===== config.mk =====
export PLATFORM = sky130hd
export DESIGN_NAME = alu_uart_host
export DESIGN_NICKNAME = d
export VERILOG_FILES = /design/src/rtl/alu_uart_host.sv
export SDC_FILE = /design/constraint.sdc
export NUM_CORES = 1
export LEC_CHECK = 0
export ABC_CLOCK_PERIOD_IN_PS = 4800
export CORE_ASPECT_RATIO = 1.4
export CORE_MARGIN = 3
export CORE_UTILIZATION = 45
export DETAILED_ROUTE_END_ITERATION = 10
export PLACE_DENSITY = 0.82
export SYNTH_ARGS = -nofsm -noshare
export SYNTH_HDL_FRONTEND = slang
export SYNTH_SLANG_ARGS = --single-unit
export TNS_END_PERCENT = 5

===== constraint.sdc =====
create_clock -name clk -period 4.8 [get_ports clk]
set_input_delay 0.96 -clock clk [delete_from_list [all_inputs] [get_ports clk]]
set_output_delay 0.96 -clock clk [all_outputs]
set_load 0.02 [all_outputs]

===== src/rtl/alu_uart_host.sv =====
// Host-side initiator for a UART-attached ALU: sends operand A, operand B and opcode,
// then collects the result byte and the flags byte (bit 0 = carry).
module alu_uart_host #(
  parameter int TIMEOUT_CYCLES = 1000000,
  parameter int TO_W           = 20
) (
  input  logic       clk,
  input  logic       reset,
  input  logic       start,
  input  logic [7:0] op_a,
  input  logic [7:0] op_b,
  input  logic [7:0] op_code,
  output logic       busy,
  output logic       done,
  output logic [7:0] result,
  output logic       carry,
  output logic       timeout_err,
  output logic       tx_start,
  output logic [7:0] tx_data,
  input  logic       tx_done,
  input  logic       rx_done,
  input  logic [7:0] rd_data,
  output logic [3:0] state_dbg
);

  typedef enum logic [3:0] {
    S_IDLE     = 4'd0,
    S_SEND_A   = 4'd1,
    S_WAIT_A   = 4'd2,
    S_SEND_B   = 4'd3,
    S_WAIT_B   = 4'd4,
    S_SEND_OP  = 4'd5,
    S_WAIT_OP  = 4'd6,
    S_RECV_RES = 4'd7,
    S_RECV_FLG = 4'd8,
    S_DONE     = 4'd9
  } state_t;

  state_t          r_state;
  state_t          w_next;
  logic            w_timeout;
  logic            w_waiting;
  logic            w_term;
  logic [TO_W-1:0] r_cnt;
  logic [7:0]      r_a;
  logic [7:0]      r_b;
  logic [7:0]      r_op;
  logic [7:0]      r_res_buf;
  logic [7:0]      r_result;
  logic            r_carry;
  logic            r_timeout_err;

  // Terminal count: the cycle in which the counter shows TIMEOUT_CYCLES-1 is the last one spent waiting.
  assign w_term    = (r_cnt == TO_W'(TIMEOUT_CYCLES - 1));
  assign w_waiting = (r_state == S_WAIT_A) || (r_state == S_WAIT_B) || (r_state == S_WAIT_OP) ||
                     (r_state == S_RECV_RES) || (r_state == S_RECV_FLG);

  always_ff @(posedge clk or posedge reset) begin
    if (reset) r_state <= S_IDLE;
    else       r_state <= w_next;
  end

  // Awaited events are tested before the terminal count so a coinciding event wins.
  always_comb begin
    w_next    = r_state;
    w_timeout = 1'b0;
    case (r_state)
      S_IDLE:    if (start) w_next = S_SEND_A;
      S_SEND_A:  w_next = S_WAIT_A;
      S_WAIT_A: begin
        if (tx_done)     w_next = S_SEND_B;
        else if (w_term) begin w_next = S_DONE; w_timeout = 1'b1; end
      end
      S_SEND_B:  w_next = S_WAIT_B;
      S_WAIT_B: begin
        if (tx_done)     w_next = S_SEND_OP;
        else if (w_term) begin w_next = S_DONE; w_timeout = 1'b1; end
      end
      S_SEND_OP: w_next = S_WAIT_OP;
      S_WAIT_OP: begin
        if (tx_done)     w_next = S_RECV_RES;
        else if (w_term) begin w_next = S_DONE; w_timeout = 1'b1; end
      end
      S_RECV_RES: begin
        if (rx_done)     w_next = S_RECV_FLG;
        else if (w_term) begin w_next = S_DONE; w_timeout = 1'b1; end
      end
      S_RECV_FLG: begin
        if (rx_done)     w_next = S_DONE;
        else if (w_term) begin w_next = S_DONE; w_timeout = 1'b1; end
      end
      S_DONE:    w_next = S_IDLE;
      default:   w_next = S_IDLE;
    endcase
  end

  always_ff @(posedge clk or posedge reset) begin
    if (reset) begin
      r_cnt         <= '0;
      r_a           <= 8'h00;
      r_b           <= 8'h00;
      r_op          <= 8'h00;
      r_res_buf     <= 8'h00;
      r_result      <= 8'h00;
      r_carry       <= 1'b0;
      r_timeout_err <= 1'b0;
    end else begin
      if (w_next != r_state) r_cnt <= '0;
      else if (w_waiting)    r_cnt <= r_cnt + TO_W'(1);

      if (r_state == S_IDLE && start) begin
        r_a           <= op_a;
        r_b           <= op_b;
        r_op          <= op_code;
        r_timeout_err <= 1'b0;
      end
      if (w_timeout) r_timeout_err <= 1'b1;

      if (r_state == S_RECV_RES && rx_done) r_res_buf <= rd_data;
      // Published on the edge into DONE so they are already valid while done is high.
      if (r_state == S_RECV_FLG && rx_done) begin
        r_result <= r_res_buf;
        r_carry  <= rd_data[0];
      end
    end
  end

  always_comb begin
    tx_data = 8'h00;
    case (r_state)
      S_SEND_A,  S_WAIT_A:  tx_data = r_a;
      S_SEND_B,  S_WAIT_B:  tx_data = r_b;
      S_SEND_OP, S_WAIT_OP: tx_data = r_op;
      default:              tx_data = 8'h00;
    endcase
  end

  assign busy        = (r_state != S_IDLE);
  assign done        = (r_state == S_DONE);
  assign tx_start    = (r_state == S_SEND_A) || (r_state == S_SEND_B) || (r_state == S_SEND_OP);
  assign result      = r_result;
  assign carry       = r_carry;
  assign timeout_err = r_timeout_err;
  assign state_dbg   = r_state;

endmodule

# --- After elaboration in Yosys (flattened, before gate mapping) ---
# Index checks and enable logic that the tools add are counted.
totals:
  romBits: 0
  wordCells: 56
  mem_count: 0
  ff_bits: 66
  ramBits: 0
  latch_bits: 0
classes:
  addsub: 1
  bitwise: 0
  mux: 17
  n_eq_ne: 11
  multipliers: 0
  div: 0
  order_cmp: 0
  shifts: 0
  n_reduce_logical: 18
ops:
  columns: ["operator", "n"]
  rows:
  - ["20-bit two-way mux", 2]
  - ["4-bit case mux with 9 select lines", 1]
  - ["4-bit two-way mux", 7]
  - ["8-bit case mux with 3 select lines", 1]
  - ["20-bit by 1-bit adder with 20-bit output, second input constant", 1]
  - ["20-bit equality test, second input constant", 1]
  - ["4-bit by 3-bit equality test with 1-bit output, second input constant", 4]
  - ["4-bit by 2-bit equality test with 1-bit output, second input constant", 2]
  - ["4-bit equality test, second input constant", 2]
  - ["2-bit OR reduction", 4]
  - ["1-bit logical OR", 6]
  - ["1-bit two-way mux", 5]
  - ["4-bit by 1-bit equality test with 1-bit output, second input constant", 1]
  - ["4-bit zero test", 1]
  - ["4-bit != test", 1]
  - ["2-bit nonzero test", 2]
  - ["4-bit nonzero test", 1]
  - ["1-bit logical AND", 3]
  - ["3-bit OR reduction", 1]
  - ["1-bit case mux with 2 select lines", 1]

# --- Logic depth before layout (Yosys ltp) ---
logic_depth:
  ltp_word: 7
  ltp_mapped: 7
  ltp_nobuf: 6

# --- Worst setup path before layout ---
# OpenSTA, ideal clock, no wires.
synth_timing:
  kind: "register to output"
  start: "reg r_state[3] (netlist: state_dbg[3])"
  end: "out tx_data[0]"
  path_buffers: 2
  stages_incl_launch_ff: 6
  path_slack_ps: 2040
  arrival_time_ps: 1800
  path_cell_list: "dfrtp_1 -> buf_4 -> dlygate4sd1_1 -> nor3b_1 -> a222oi_1 -> inv_1"
synth_between:
  elab_chain_len: 3
  word_cells_on_any_way: 10
synth_lines:
  columns: ["element", "line_no", "source"]
  rows:
  - ["start: declaration", "39", "state_t r_state;"]
  - ["start signal: assignment", "60", "else r_state <= w_next;"]
  - ["4-bit by 3-bit equality test with 1-bit output (tied with other cells)", "130", "case (r_state)"]
  - ["2-bit OR reduction", "130", null]
  - ["8-bit case mux with 3 select lines (*)", "130", null]
  - ["end: declaration", "19", "output logic [7:0] tx_data,"]
# Every way passes the cells marked *; elsewhere a longest branch is shown, timed or not.

# --- Worst setup path in the final report ---
layout_timing:
  start: "reg r_state[0] (netlist: state_dbg[0])"
  end: "out tx_data[0]"
# Same word-level chain as after synthesis.

==> results_dict.tcl <==
set metrics [dict create \
    hold_class "flop to flop" \
    cp_max_fo 18 \
    grt_remaining_overflow 0 \
    cts.sinks 66 \
    drt-initial-drc-count 102 \
    worstSetupPathType "flop to output port" \
    synth_most_common_cell "dfrtp_1" \
    die_y_um 108.0 \
    syn_inst 283 \
    num_vias 2464 \
    synthArstFlopShare 1.000 \
    tritoncts "done" \
    synth_area_leaders "dfrtp_1 (49%), mux2_2 (14%), xor2_1 (3.7%), nor2_2 (3.4%), nand3_1 (2.5%)" \
    yosysSeqAreaShare 0.4940 \
    drtAntennaViolNets 0 \
    synth.yosys.warnings 0 \
    hpwl_um 5171 \
    maxCapViolations 0 \
    die_x_um 78.85 \
    final-max-slew-violation-count 0 \
    drt_first_pass_iters 5 \
    first_global_vias 2564 \
    ctsResizeCount 0 \
    placementRows 36 \
    synth_flop_cell "dfrtp_1" \
    synth_common_cells "dfrtp_1 (66), mux2_2 (41), nor2_2 (18)" \
    critPathLaunchType "flop" \
    holdWs_ns 0.5060 \
    core_um2 7072 \
    status "complete, no violations" \
    synth-simple-area-share 0.1830 \
    synth_mux_area_frac 0.1381 \
    grt_max_degree 36 \
    timing.fmax_mhz 255.2 \
    worstMarginPinSlew_ns 1.021 \
    clockRootBuffer "clkbuf_8" \
    finalSetupViolations 0 \
    holdBufCountCts 0 \
    ios 62 \
    htreeDepth 3 \
    synth_compound_area_frac 0.08645 \
    synth_xor_area_frac 0.04978 \
    dieArea_um2 8514 \
    grt_use_total 0.1855 \
    ir_worst_vdd_v 0.0004016 \
    period_needed_ns 3.918 \
    gp_congestion 0.8845 \
    post_drt_wl_per_cell_um 16.28 \
    clock_latency_ns 0.34 \
    rrSetupSlack_ns 1.94 \
    power_density_nw_per_um2 596.9 \
    power_uw 2492 \
    report.final.hold_viol_count 0 \
    start_util 0.4728 \
    finalSetupTns_ns 0 \
    clk_path_buf_depth 2 \
    nets 381 \
    numCtsBuffers 9 \
    arrival_ns 2.96 \
    syn_nets 321 \
    synthDistinctLibCells 55 \
    p_leak_uw 0.001745 \
    synthesis.area_um2 3343 \
    post_cts.repair.setup_buffers 0 \
    ys_ff_latch 66 \
    viasPerCell 5.575 \
    io_buffers 61 \
    synth_edf_count 0 \
    yosys.area.top_type "dfrtp_1" \
    rsz0062_at_grt "false" \
    cp.required_ns 3.84 \
    end_kind "output port" \
    slew_headroom 0.3180 \
    clkTransAtPathRegs_ns 0.07 \
    finalCritPeriodShare 0.8163 \
    syn_avg_cell_area_um2 11.81 \
    yosysTopAreaCellShare 0.4940 \
    synth_top_family_by_area "simple AND/OR/NAND/NOR gates" \
    drc 0 \
    insertedDiodeCount 0 \
    grt_first_pass_wirelength_um 12120 \
    drive_gt1_frac 0.2651 \
    syn_to_final_growth_pct 24.89 \
    finClkSkew_ns 0.006119 \
    drt-total-wl_um 7194 \
    synth_fa_ha_area_frac 0.003743 \
    antenna_found_initial 0 \
]
[state kept, by name, indices dropped and copies added, names as in the netlist]
signal,count
r_cnt,20
r_op,8
carry,1
timeout_err,1
r_b,8
result,8
r_res_buf,8
r_a,8
state_dbg,4
[cell type report]
class                           count  area (um^2)
Clock inverter                      4        51.30
Inverter                           14        52.55
Tap cell                           95        118.9
Multi-Input combinational cell    190         1541
Sequential cell                    66         1652
Clock buffer                       11        141.4
Fill cell                         596         2897
Timing Repair Buffer               62        618.1
[power breakdown]
group	leakage [uW]	switching (uW)	total (uW)	internal, uW
registers	0.000851	162	902	739
clock network	0.0000958	206	458	252
logic	0.000798	588	1130	544
[metrics by stage]
step | instances | worst slack (ns) | area, um^2 | util
floorplan | 283 | 2.040 | 3343 | -
global placement | 427 | 1.418 | 3983 | 0.5632
detailed placement | 427 | 1.252 | 3983 | 0.5632
CTS | 442 | 0.8540 | 4175 | 0.5904
global route | 442 | 0.6503 | 4175 | 0.5904
finish | 442 | 0.8819 | 4175 | 0.5904
[logic make-up (layout without fill, tap and decap cells)]
logic type / Yosys count / count (layout)
muxes: 41 / 41
adders and majority gates: 1 / 1
buffers and inverters: 27 / 91
xor gates and xnor gates: 19 / 19
and+or+nand+nor: 94 / 94
AOI/OAI and AO/OA: 35 / 35
DFF: 66 / 66
[routing by layer]
metal  share of wire  track usage  vias to the layer above
met1            0.39       0.2203                     1209
met3           0.056      0.04083                       16
met2            0.53       0.3062                       92
met5               0            0                        -
li1                -            -                     1147
met4           0.023       0.1130                        0
[layout by cell type, fill, tap and decap left out, types with 6 or more instances in the layout]
| cell | instances |
|---|---|
| a222oi_1 | 8 |
| xor2_1 | 14 |
| inv_1 | 13 |
| mux2_2 | 41 |
| clkdlybuf4s50_1 | 61 |
| dfrtp_1 | 66 |
| nor2_2 | 18 |
| nand4_1 | 9 |
| nor2_1 | 6 |
| nand3_1 | 17 |
| clkbuf_8 | 10 |
| nand2_1 | 9 |
[worst paths after layout]
path	depth (start not counted)	endpoint	start
max	5	tx_data[0]	state_dbg[0]
min	1	carry	carry
max reg2reg	5	r_cnt[13]	state_dbg[0]
min reg2reg	1	carry	carry
max in group asynchronous	3	r_b[6]	reset
min in group asynchronous	2	r_cnt[14]	reset
[worst max-delay path: stages (launching register included)]
cell and delay [ns]:
dfrtp_1 0.67, xnor2_1 0.16, nor3b_1 0.84, a222oi_1 0.23, inv_1 0.12, clkdlybuf4s50_1 0.61
Power figures use the tool's default switching activity.
